**config.mk**
```make
export PLATFORM = sky130hd
export DESIGN_NAME = fpdiv_seq_flat
export DESIGN_NICKNAME = d
export VERILOG_FILES = /design/src/rtl/fpdiv_if.sv /design/src/rtl/fpdiv_seq.sv /design/src/flat_wrapper.sv
export SDC_FILE = /design/constraint.sdc
export NUM_CORES = 1
export LEC_CHECK = 0
export ABC_AREA = 1
export CORE_MARGIN = 2
export CORE_UTILIZATION = 38
export CTS_CLUSTER_DIAMETER = 40
export CTS_CLUSTER_SIZE = 16
export DETAILED_ROUTE_END_ITERATION = 16
export MAX_ROUTING_LAYER = met4
export PLACE_DENSITY_LB_ADDON = 0.15
export SETUP_SLACK_MARGIN = 0.2
export SKIP_LAST_GASP = 1
export SYNTH_ARGS = -nofsm -noshare
export SYNTH_HDL_FRONTEND = slang
export SYNTH_SLANG_ARGS = --single-unit
```
**constraint.sdc**
```tcl
create_clock -name Clk -period 2.2 [get_ports Clk]
set_input_delay 0.22 -clock Clk [delete_from_list [all_inputs] [get_ports Clk]]
set_output_delay 0.22 -clock Clk [all_outputs]
set_load 0.1 [all_outputs]
```
**src/rtl/fpdiv_if.sv**
```systemverilog
// -----------------------------------------------------------------------------
// fpdiv_if : request/result bundle of the sequential FP divider.
//   Start  request, sampled by the divider only while it is idle
//   A, B   dividend / divisor (IEEE-754 single precision)
//   Done   one-cycle completion pulse
//   Q      quotient, held until the next result is packed
//   OF UF NaNF InfF DNF ZF DZF  result status flags
// master drives the request, slave (the divider) drives the result.
// -----------------------------------------------------------------------------
interface fpdiv_if;
  logic        Start;
  logic [31:0] A;
  logic [31:0] B;
  logic        Done;
  logic [31:0] Q;
  logic        OF;
  logic        UF;
  logic        NaNF;
  logic        InfF;
  logic        DNF;
  logic        ZF;
  logic        DZF;

  modport master (output Start, A, B,
                  input  Done, Q, OF, UF, NaNF, InfF, DNF, ZF, DZF);
  modport slave  (input  Start, A, B,
                  output Done, Q, OF, UF, NaNF, InfF, DNF, ZF, DZF);
endinterface

```
**src/rtl/fpdiv_seq.sv**
```systemverilog
// -----------------------------------------------------------------------------
// fpdiv_seq : sequential IEEE-754 single-precision divider, Q = A / B.
// Restoring mantissa divider producing one quotient bit per cycle,
// round-to-nearest-even, denormal inputs flushed to zero, no denormal output.
// Ports:
//   Clk   clock, all state changes on the rising edge
//   Rst   synchronous active-high reset, abandons any divide in progress
//   bus   fpdiv_if.slave : Start/A/B request in, Done/Q/flags result out
// -----------------------------------------------------------------------------
module fpdiv_seq #(
  parameter logic [31:0] QNAN = 32'h7FC0_0000,
  parameter int unsigned ITER = 26
) (
  input  logic   Clk,
  input  logic   Rst,
  fpdiv_if.slave bus
);

  typedef enum logic [2:0] {
    S_IDLE, S_CHECK, S_DIV, S_NORM, S_ROUND, S_PACK, S_DONE
  } state_t;

  // special-operand outcome decided in CHECK, consumed in PACK
  typedef enum logic [1:0] {K_NONE, K_NAN, K_INF, K_ZERO} kind_t;

  state_t             state_q, state_d;
  kind_t              kind_q, kind_d;
  logic [31:0]        a_q, a_d, b_q, b_d;
  logic               sign_q, sign_d;
  logic signed [9:0]  exp_q, exp_d;
  logic [23:0]        mb_q, mb_d;
  logic [24:0]        rem_q, rem_d;
  logic [25:0]        quo_q, quo_d;
  logic [4:0]         cnt_q, cnt_d;
  logic [23:0]        mant_q, mant_d;
  logic               guard_q, guard_d;
  logic               sticky_q, sticky_d;
  logic               dnf_q, dnf_d;
  logic               dzf_q, dzf_d;
  logic               done_q, done_d;
  logic [31:0]        qout_q, qout_d;
  // flag order: {OF, UF, NaNF, InfF, DNF, ZF, DZF}
  logic [6:0]         flags_q, flags_d;

  // operand field decode of the captured operands
  logic [7:0]  ea_s, eb_s;
  logic [22:0] fa_s, fb_s;
  logic        a_zero_s, b_zero_s, a_inf_s, b_inf_s, a_nan_s, b_nan_s;
  logic        ge_s;
  logic [24:0] diff_s;
  logic [24:0] inc_s;

  assign ea_s     = a_q[30:23];
  assign eb_s     = b_q[30:23];
  assign fa_s     = a_q[22:0];
  assign fb_s     = b_q[22:0];
  // exponent field 0 is zero whatever the fraction (denormals flushed)
  assign a_zero_s = (ea_s == 8'h00);
  assign b_zero_s = (eb_s == 8'h00);
  assign a_inf_s  = (ea_s == 8'hFF) && (fa_s == 23'd0);
  assign b_inf_s  = (eb_s == 8'hFF) && (fb_s == 23'd0);
  assign a_nan_s  = (ea_s == 8'hFF) && (fa_s != 23'd0);
  assign b_nan_s  = (eb_s == 8'hFF) && (fb_s != 23'd0);

  // one restoring step: subtract the divisor when it fits
  assign ge_s   = (rem_q >= {1'b0, mb_q});
  assign diff_s = ge_s ? (rem_q - {1'b0, mb_q}) : rem_q;
  assign inc_s  = {1'b0, mant_q} + 25'd1;

  // next-state and datapath update for every FSM state
  always_comb begin
    state_d  = state_q;
    kind_d   = kind_q;
    a_d      = a_q;
    b_d      = b_q;
    sign_d   = sign_q;
    exp_d    = exp_q;
    mb_d     = mb_q;
    rem_d    = rem_q;
    quo_d    = quo_q;
    cnt_d    = cnt_q;
    mant_d   = mant_q;
    guard_d  = guard_q;
    sticky_d = sticky_q;
    dnf_d    = dnf_q;
    dzf_d    = dzf_q;
    qout_d   = qout_q;
    flags_d  = flags_q;

    case (state_q)
      S_IDLE: begin
        if (bus.Start) begin
          a_d     = bus.A;
          b_d     = bus.B;
          state_d = S_CHECK;
        end else begin
          state_d = S_IDLE;
        end
      end

      S_CHECK: begin
        sign_d = a_q[31] ^ b_q[31];
        exp_d  = $signed({2'b00, ea_s}) - $signed({2'b00, eb_s}) + 10'sd127;
        rem_d  = {2'b01, fa_s};
        mb_d   = {1'b1, fb_s};
        quo_d  = 26'd0;
        cnt_d  = 5'd0;
        dnf_d  = (a_zero_s && (fa_s != 23'd0)) || (b_zero_s && (fb_s != 23'd0));
        dzf_d  = 1'b0;
        if (a_nan_s || b_nan_s || (a_zero_s && b_zero_s) || (a_inf_s && b_inf_s)) begin
          kind_d = K_NAN;
        end else if (a_inf_s || b_zero_s) begin
          kind_d = K_INF;
          dzf_d  = b_zero_s && !a_inf_s && !a_zero_s;
        end else if (a_zero_s || b_inf_s) begin
          kind_d = K_ZERO;
        end else begin
          kind_d = K_NONE;
        end
        state_d = (kind_d == K_NONE) ? S_DIV : S_PACK;
      end

      S_DIV: begin
        // diff_s < divisor < 2^24, so dropping bit 24 on the shift loses nothing
        rem_d = {diff_s[23:0], 1'b0};
        quo_d = {quo_q[24:0], ge_s};
        cnt_d = cnt_q + 5'd1;
        if (cnt_q == 5'(ITER - 1)) begin
          state_d = S_NORM;
        end else begin
          state_d = S_DIV;
        end
      end

      S_NORM: begin
        if (quo_q[25]) begin
          mant_d   = quo_q[25:2];
          guard_d  = quo_q[1];
          sticky_d = (|rem_q) | quo_q[0];
        end else begin
          mant_d   = quo_q[24:1];
          guard_d  = quo_q[0];
          sticky_d = |rem_q;
          exp_d    = exp_q - 10'sd1;
        end
        state_d = S_ROUND;
      end

      S_ROUND: begin
        if (guard_q && (sticky_q || mant_q[0])) begin
          if (inc_s[24]) begin
            mant_d = 24'h80_0000;
            exp_d  = exp_q + 10'sd1;
          end else begin
            mant_d = inc_s[23:0];
          end
        end else begin
          mant_d = mant_q;
        end
        state_d = S_PACK;
      end

      S_PACK: begin
        flags_d = {4'b0000, dnf_q, 2'b00};
        case (kind_q)
          K_NAN: begin
            qout_d     = QNAN;
            flags_d[4] = 1'b1;
          end
          K_INF: begin
            qout_d     = {sign_q, 8'hFF, 23'd0};
            flags_d[3] = 1'b1;
            flags_d[0] = dzf_q;
          end
          K_ZERO: begin
            qout_d     = {sign_q, 31'd0};
            flags_d[1] = 1'b1;
          end
          default: begin
            if (exp_q >= 10'sd255) begin
              qout_d     = {sign_q, 8'hFF, 23'd0};
              flags_d[6] = 1'b1;
              flags_d[3] = 1'b1;
            end else if (exp_q <= 10'sd0) begin
              qout_d     = {sign_q, 31'd0};
              flags_d[5] = 1'b1;
              flags_d[1] = 1'b1;
            end else begin
              qout_d = {sign_q, exp_q[7:0], mant_q[22:0]};
            end
          end
        endcase
        state_d = S_DONE;
      end

      S_DONE: begin
        state_d = S_IDLE;
      end

      default: begin
        state_d = S_IDLE;
      end
    endcase

    // Done is registered so that it is high exactly while in DONE
    done_d = (state_d == S_DONE);
  end

  // state and datapath registers with synchronous reset
  always_ff @(posedge Clk) begin
    if (Rst) begin
      state_q  <= S_IDLE;
      kind_q   <= K_NONE;
      a_q      <= 32'd0;
      b_q      <= 32'd0;
      sign_q   <= 1'b0;
      exp_q    <= 10'sd0;
      mb_q     <= 24'd0;
      rem_q    <= 25'd0;
      quo_q    <= 26'd0;
      cnt_q    <= 5'd0;
      mant_q   <= 24'd0;
      guard_q  <= 1'b0;
      sticky_q <= 1'b0;
      dnf_q    <= 1'b0;
      dzf_q    <= 1'b0;
      done_q   <= 1'b0;
      qout_q   <= 32'd0;
      flags_q  <= 7'd0;
    end else begin
      state_q  <= state_d;
      kind_q   <= kind_d;
      a_q      <= a_d;
      b_q      <= b_d;
      sign_q   <= sign_d;
      exp_q    <= exp_d;
      mb_q     <= mb_d;
      rem_q    <= rem_d;
      quo_q    <= quo_d;
      cnt_q    <= cnt_d;
      mant_q   <= mant_d;
      guard_q  <= guard_d;
      sticky_q <= sticky_d;
      dnf_q    <= dnf_d;
      dzf_q    <= dzf_d;
      done_q   <= done_d;
      qout_q   <= qout_d;
      flags_q  <= flags_d;
    end
  end

  assign bus.Done = done_q;
  assign bus.Q    = qout_q;
  assign bus.OF   = flags_q[6];
  assign bus.UF   = flags_q[5];
  assign bus.NaNF = flags_q[4];
  assign bus.InfF = flags_q[3];
  assign bus.DNF  = flags_q[2];
  assign bus.ZF   = flags_q[1];
  assign bus.DZF  = flags_q[0];

endmodule

```
**src/flat_wrapper.sv**
```systemverilog
// flat-port wrapper written by rule: the top's interface ports become plain ports
module fpdiv_seq_flat 
#(
  parameter logic [31:0] QNAN = 32'h7FC0_0000,
  parameter int unsigned ITER = 26
)
  (Clk, Rst, bus_Start, bus_A, bus_B, bus_Done, bus_Q, bus_OF, bus_UF, bus_NaNF, bus_InfF, bus_DNF, bus_ZF, bus_DZF);
  fpdiv_if bus_i ();
  input  logic Clk;
  input  logic Rst;
  input wire logic [$bits(bus_i.Start)-1:0] bus_Start;
  input wire logic [$bits(bus_i.A)-1:0] bus_A;
  input wire logic [$bits(bus_i.B)-1:0] bus_B;
  output wire logic [$bits(bus_i.Done)-1:0] bus_Done;
  output wire logic [$bits(bus_i.Q)-1:0] bus_Q;
  output wire logic [$bits(bus_i.OF)-1:0] bus_OF;
  output wire logic [$bits(bus_i.UF)-1:0] bus_UF;
  output wire logic [$bits(bus_i.NaNF)-1:0] bus_NaNF;
  output wire logic [$bits(bus_i.InfF)-1:0] bus_InfF;
  output wire logic [$bits(bus_i.DNF)-1:0] bus_DNF;
  output wire logic [$bits(bus_i.ZF)-1:0] bus_ZF;
  output wire logic [$bits(bus_i.DZF)-1:0] bus_DZF;
  assign bus_i.Start = bus_Start;
  assign bus_i.A = bus_A;
  assign bus_i.B = bus_B;
  assign bus_Done = bus_i.Done;
  assign bus_Q = bus_i.Q;
  assign bus_OF = bus_i.OF;
  assign bus_UF = bus_i.UF;
  assign bus_NaNF = bus_i.NaNF;
  assign bus_InfF = bus_i.InfF;
  assign bus_DNF = bus_i.DNF;
  assign bus_ZF = bus_i.ZF;
  assign bus_DZF = bus_i.DZF;
  fpdiv_seq #(.QNAN(QNAN), .ITER(ITER)) u_core (.Clk(Clk), .Rst(Rst), .bus(bus_i));
endmodule
```
==> summary.md <==
| Metric | Value |
|---|---|
| Max-Cap Viols | `0` |
| Final period util | `0.9808` |
| CTS Hold Buffers Added | `0` |
| Layout cells sized above 1 | `0.2403` |
| Detailed Route Iter0 Violations | `813` |
| Placed insts | `around 2500` |
| Critical path class | `reg2reg` |
| Post-synthesis sequential area ratio | `0.3548` |
| Startpoint Class | `flop` |
| Die width | `188.0 um` |
| CP max FO | `3` |
| DP Wirelength | `between 20000 and 30000 um` |
| Clock transition at the registers of the reported paths | `50 ps` |
| Average size of a mapped cell | `6.724 um2` |
| Clk_lat worst skew | `roughly 550 ps` |
| Initial antenna violation count | `0` |
| Delay-heaviest family, CP | `adder cells` |
| Final ANT Viol Nets | `0` |
| DRT Wirelength | `slightly above 40000 um` |
| Row cnt | `67` |
| Mapped Area | `about 13000 um2` |
| I/O pins | `107` |
| Drt wl/cell | `between 15 and 20 um` |
| Final-layout fill cell count | `~3200` |
| Fin nets | `about 2200` |
| Core Region | `~33000 um2` |
| Syn-to-layout area delta | `38.86%` |
| Synth Area in Compound Gates | `0.1975` |
| Final worst slack | `42.31 ps` |
| Initial Utilization | `0.3846` |
| Clk_skew | `approximately 16 ps` |
| Status | `finished clean` |
| Synth Warn # | `0` |
| Hold Vio Cnt, Final | `0` |
| Fin. max-slew vios | `0` |
| Final setup fails | `0` |
| Yosys cell types | `50` |
| Sink Count | `228` |
| Seq pwr share | `0.184` |
| Maximum vdd drop | `~1.0 mV` |
| Cells after Synth | `roughly 1900` |
| Final Power | `~33000 uW` |
| Diode count | `0` |
| Via density | `5.170` |
| Pre-CTS setup slack | `-2.169 ps` |
| Worst min path class | `in2reg` |
| Fin cells | `approximately 2600` |
| CP Buf/Inv Count | `3` |
| Clk root buf | `clkbuf_16` |
| CP cell instances | `inv_2 -> ha_4 -> inv_4 -> fa_2 -> inv_2 -> ha_4 -> a21boi_4 -> nand3_2 -> nor2_4 -> nand3_2 -> nand2_1 -> nand2_1 -> nand3_2 -> nand2_1 -> a21oi_1` |
| Synth Area in XOR/XNOR | `0.01838` |
| WP data arrival | `between 2000 and 3000 ps` |
| Gate power share | `0.606` |
| H-tree levels | `2` |
| Multiplexer share of the synthesized area | `0` |
| Slowest stage cell on the critical path | `fa_2` |
| Switching part of the total | `0.4568` |
| Largest stage delay on the critical path | `approximately 430 ps` |
| Clock power share | `0.210` |
| Internal | `17960 uW` |
| DR DRC count | `0` |
| Crit path time final | `2158 ps` |
| Synth Area in Adders | `0.05233` |
| RSZ-0062 raised after global routing | `true` |
| Die height | `about 190 um` |
| WP data required | `~2700 ps` |
| DIE AREA | `~35000 um2` |
| Placer Congestion | `just over 0.9` |
| Leak pwr | `0.007461 uW` |
| Simple-gate share of the synthesized area | `0.2850` |
| Detailed Routing Iterations Pass 1 | `5` |
| Worst-case clock buffer depth | `3` |
| Max frequency | `463.5 MHz` |
| Number of CTS-inserted buffers | `46` |
| Worst slew margin | `0.5796` |
| Pin count of the biggest net entering global routing | `just under 90` |
| Critical path endpoint category | `flop` |
| Syn nets | `2032` |
| Gr ovfl total | `0` |
| Port Buffers | `~110` |
| Main combinational cell family by area after synthesis | `simple AND/OR/NAND/NOR gates` |
| Net Sw Power | `~15000 uW` |
| Vias in the first global route | `about 13000` |
| Global-route wire length before repair | `roughly 66000 um` |
| Tot GR Track Use | `0.2343` |
| Vias | `around 13000` |
| CTS tree | `yes` |
| Power Dens Cells | `~1900 nW/um2` |
| Worst-margin pin slew | `~620 ps` |
| FF+latch count, synth | `around 230` |
-- flip-flops by register name, indices dropped and copies added (netlist names), 2 cells and up --
| name | flops |
|---|---|
| u_core.a_q | 32 |
| u_core.b_q | 32 |
| u_core.bus.Q | 32 |
| u_core.cnt_q | 5 |
| u_core.exp_q | 10 |
| u_core.flags_q | 7 |
| u_core.kind_q | 2 |
| u_core.mant_q | 24 |
| u_core.mb_q | 24 |
| u_core.quo_q | 26 |
| u_core.rem_q | 25 |
| u_core.state_q | 3 |
-- worst paths after layout --
kind                           from                 to  slack [ps]  cells after the start
setup reg to reg     u_core.a_q[23]    u_core.exp_q[8]          40                     15
hold / removal                  Rst    u_core.bus.Q[8]         190                      3
setup / recovery     u_core.a_q[23]    u_core.exp_q[8]          40                     15
hold reg to reg   u_core.flags_q[2]  u_core.flags_q[2]         470                      2
-- power by group through the flow --
stage          clock [uW]  combinational [uW]  sequential (uW)
3_3_place_gp            0               14600             5970
5_1_grt              7300               22000             6220
2_1_floorplan           0               10500             5920
3_5_place_dp            0               14600             5990
4_1_cts              7080               17500             6020
6_report             6950               20000             6080
-- layout by cell type, fill, tap and decap left out, drive strengths merged, types with 54 or more instances in the layout --
master and n:
nand2 405, nor2 237, dfxtp 228, inv 217
o21ai 194, a21oi 172, buf 171, nand3 101
clkdlybuf4s50 65, clkbuf 54
-- routing by layer --
layer	global-route usage	up-vias	part of all wire
met3	0.04267	69	0.049
li1	-	6809	-
met4	0.07571	0	0.025
met1	0.3180	6232	0.48
met2	0.3515	307	0.44
met5	-	-	0
-- synthesized netlist by cell type (all sizes together) --
| master | count | area share |
|---|---|---|
| o22ai | 2 | 0.00097 |
| xnor2 | 8 | 0.0054 |
| nand3 | 101 | 0.041 |
| clkinv | 3 | 0.00088 |
| a21boi | 1 | 0.00058 |
| o21a | 1 | 0.00058 |
| a221oi | 3 | 0.0020 |
| nand4 | 46 | 0.022 |
| ha | 49 | 0.048 |
| a21oi | 172 | 0.069 |
| xor2 | 19 | 0.013 |
| nor2 | 237 | 0.071 |
| and3 | 1 | 0.00049 |
| clkbuf | 63 | 0.018 |
| o211ai | 21 | 0.012 |
| o31ai | 1 | 0.00058 |
| a22oi | 23 | 0.013 |
| and2 | 1 | 0.00049 |
| o21bai | 2 | 0.0012 |
| a31oi | 25 | 0.012 |
| a21o | 3 | 0.0018 |
| nor4 | 16 | 0.0089 |
| nand3b | 4 | 0.0023 |
| fa | 3 | 0.0047 |
| or2 | 12 | 0.0058 |
| inv | 209 | 0.061 |
| dfxtp | 228 | 0.35 |
| a211oi | 8 | 0.0047 |
| nor3 | 24 | 0.012 |
| nand2 | 404 | 0.12 |
| buf | 26 | 0.011 |
| o21ai | 194 | 0.076 |
| o221a | 3 | 0.0026 |
-- worst min-delay path, cell delays in order --
cell and delay, ps:
buf_2 130, buf_12 230, nor2_1 130
-- repair_timing --
item	4_1_cts	5_1_grt
setup buffers	18	32
pin swaps	23	52
cloned	4	3
resized for setup	116	161
endpoints found under the setup margin	33	54
-- stage by stage --
| step | hold WS (ps) | util | cell area [um2] | setup TNS (ps) |
|---|---|---|---|---|
| 5_1_grt | 214.3 | 0.5340 | 17860 | -715.2 |
| 4_1_cts | 193.9 | 0.5099 | 17060 | 0 |
| 6_report | 191.8 | 0.5340 | 17860 | 0 |
| 3_5_place_dp | 457.8 | 0.4393 | 14690 | -2.169 |
| 3_3_place_gp | 447.5 | 0.4393 | 14690 | 0 |
| 2_1_floorplan | 386.6 | - | 12900 | 0 |
-- logic make-up (layout without fill, tap and decap cells) --
family / count (synthesis) / after routing
AOI/OAI and AO/OA: 459 / 459
xor gates and xnor gates: 27 / 27
adders and majority gates: 52 / 52
buffers and inverters: 301 / 534
DFF: 228 / 228
and+or+nand+nor: 846 / 847
-- area by class of cell --
cell class	instances	area, um2	share of cell area
Multi-Input combinational cell	1385	8124	0.4548
Sequential cell	228	4609	0.2581
Timing Repair Buffer	236	2170	0.1215
Clock buffer	54	1252	0.07012
Inverter	212	824.5	0.04616
Tap cell	448	560.5	0.03138
Clock inverter	31	316.6	0.01772
Timing Repair inverter	1	5.005	0.0002802
Power figures use the tool's default switching activity.
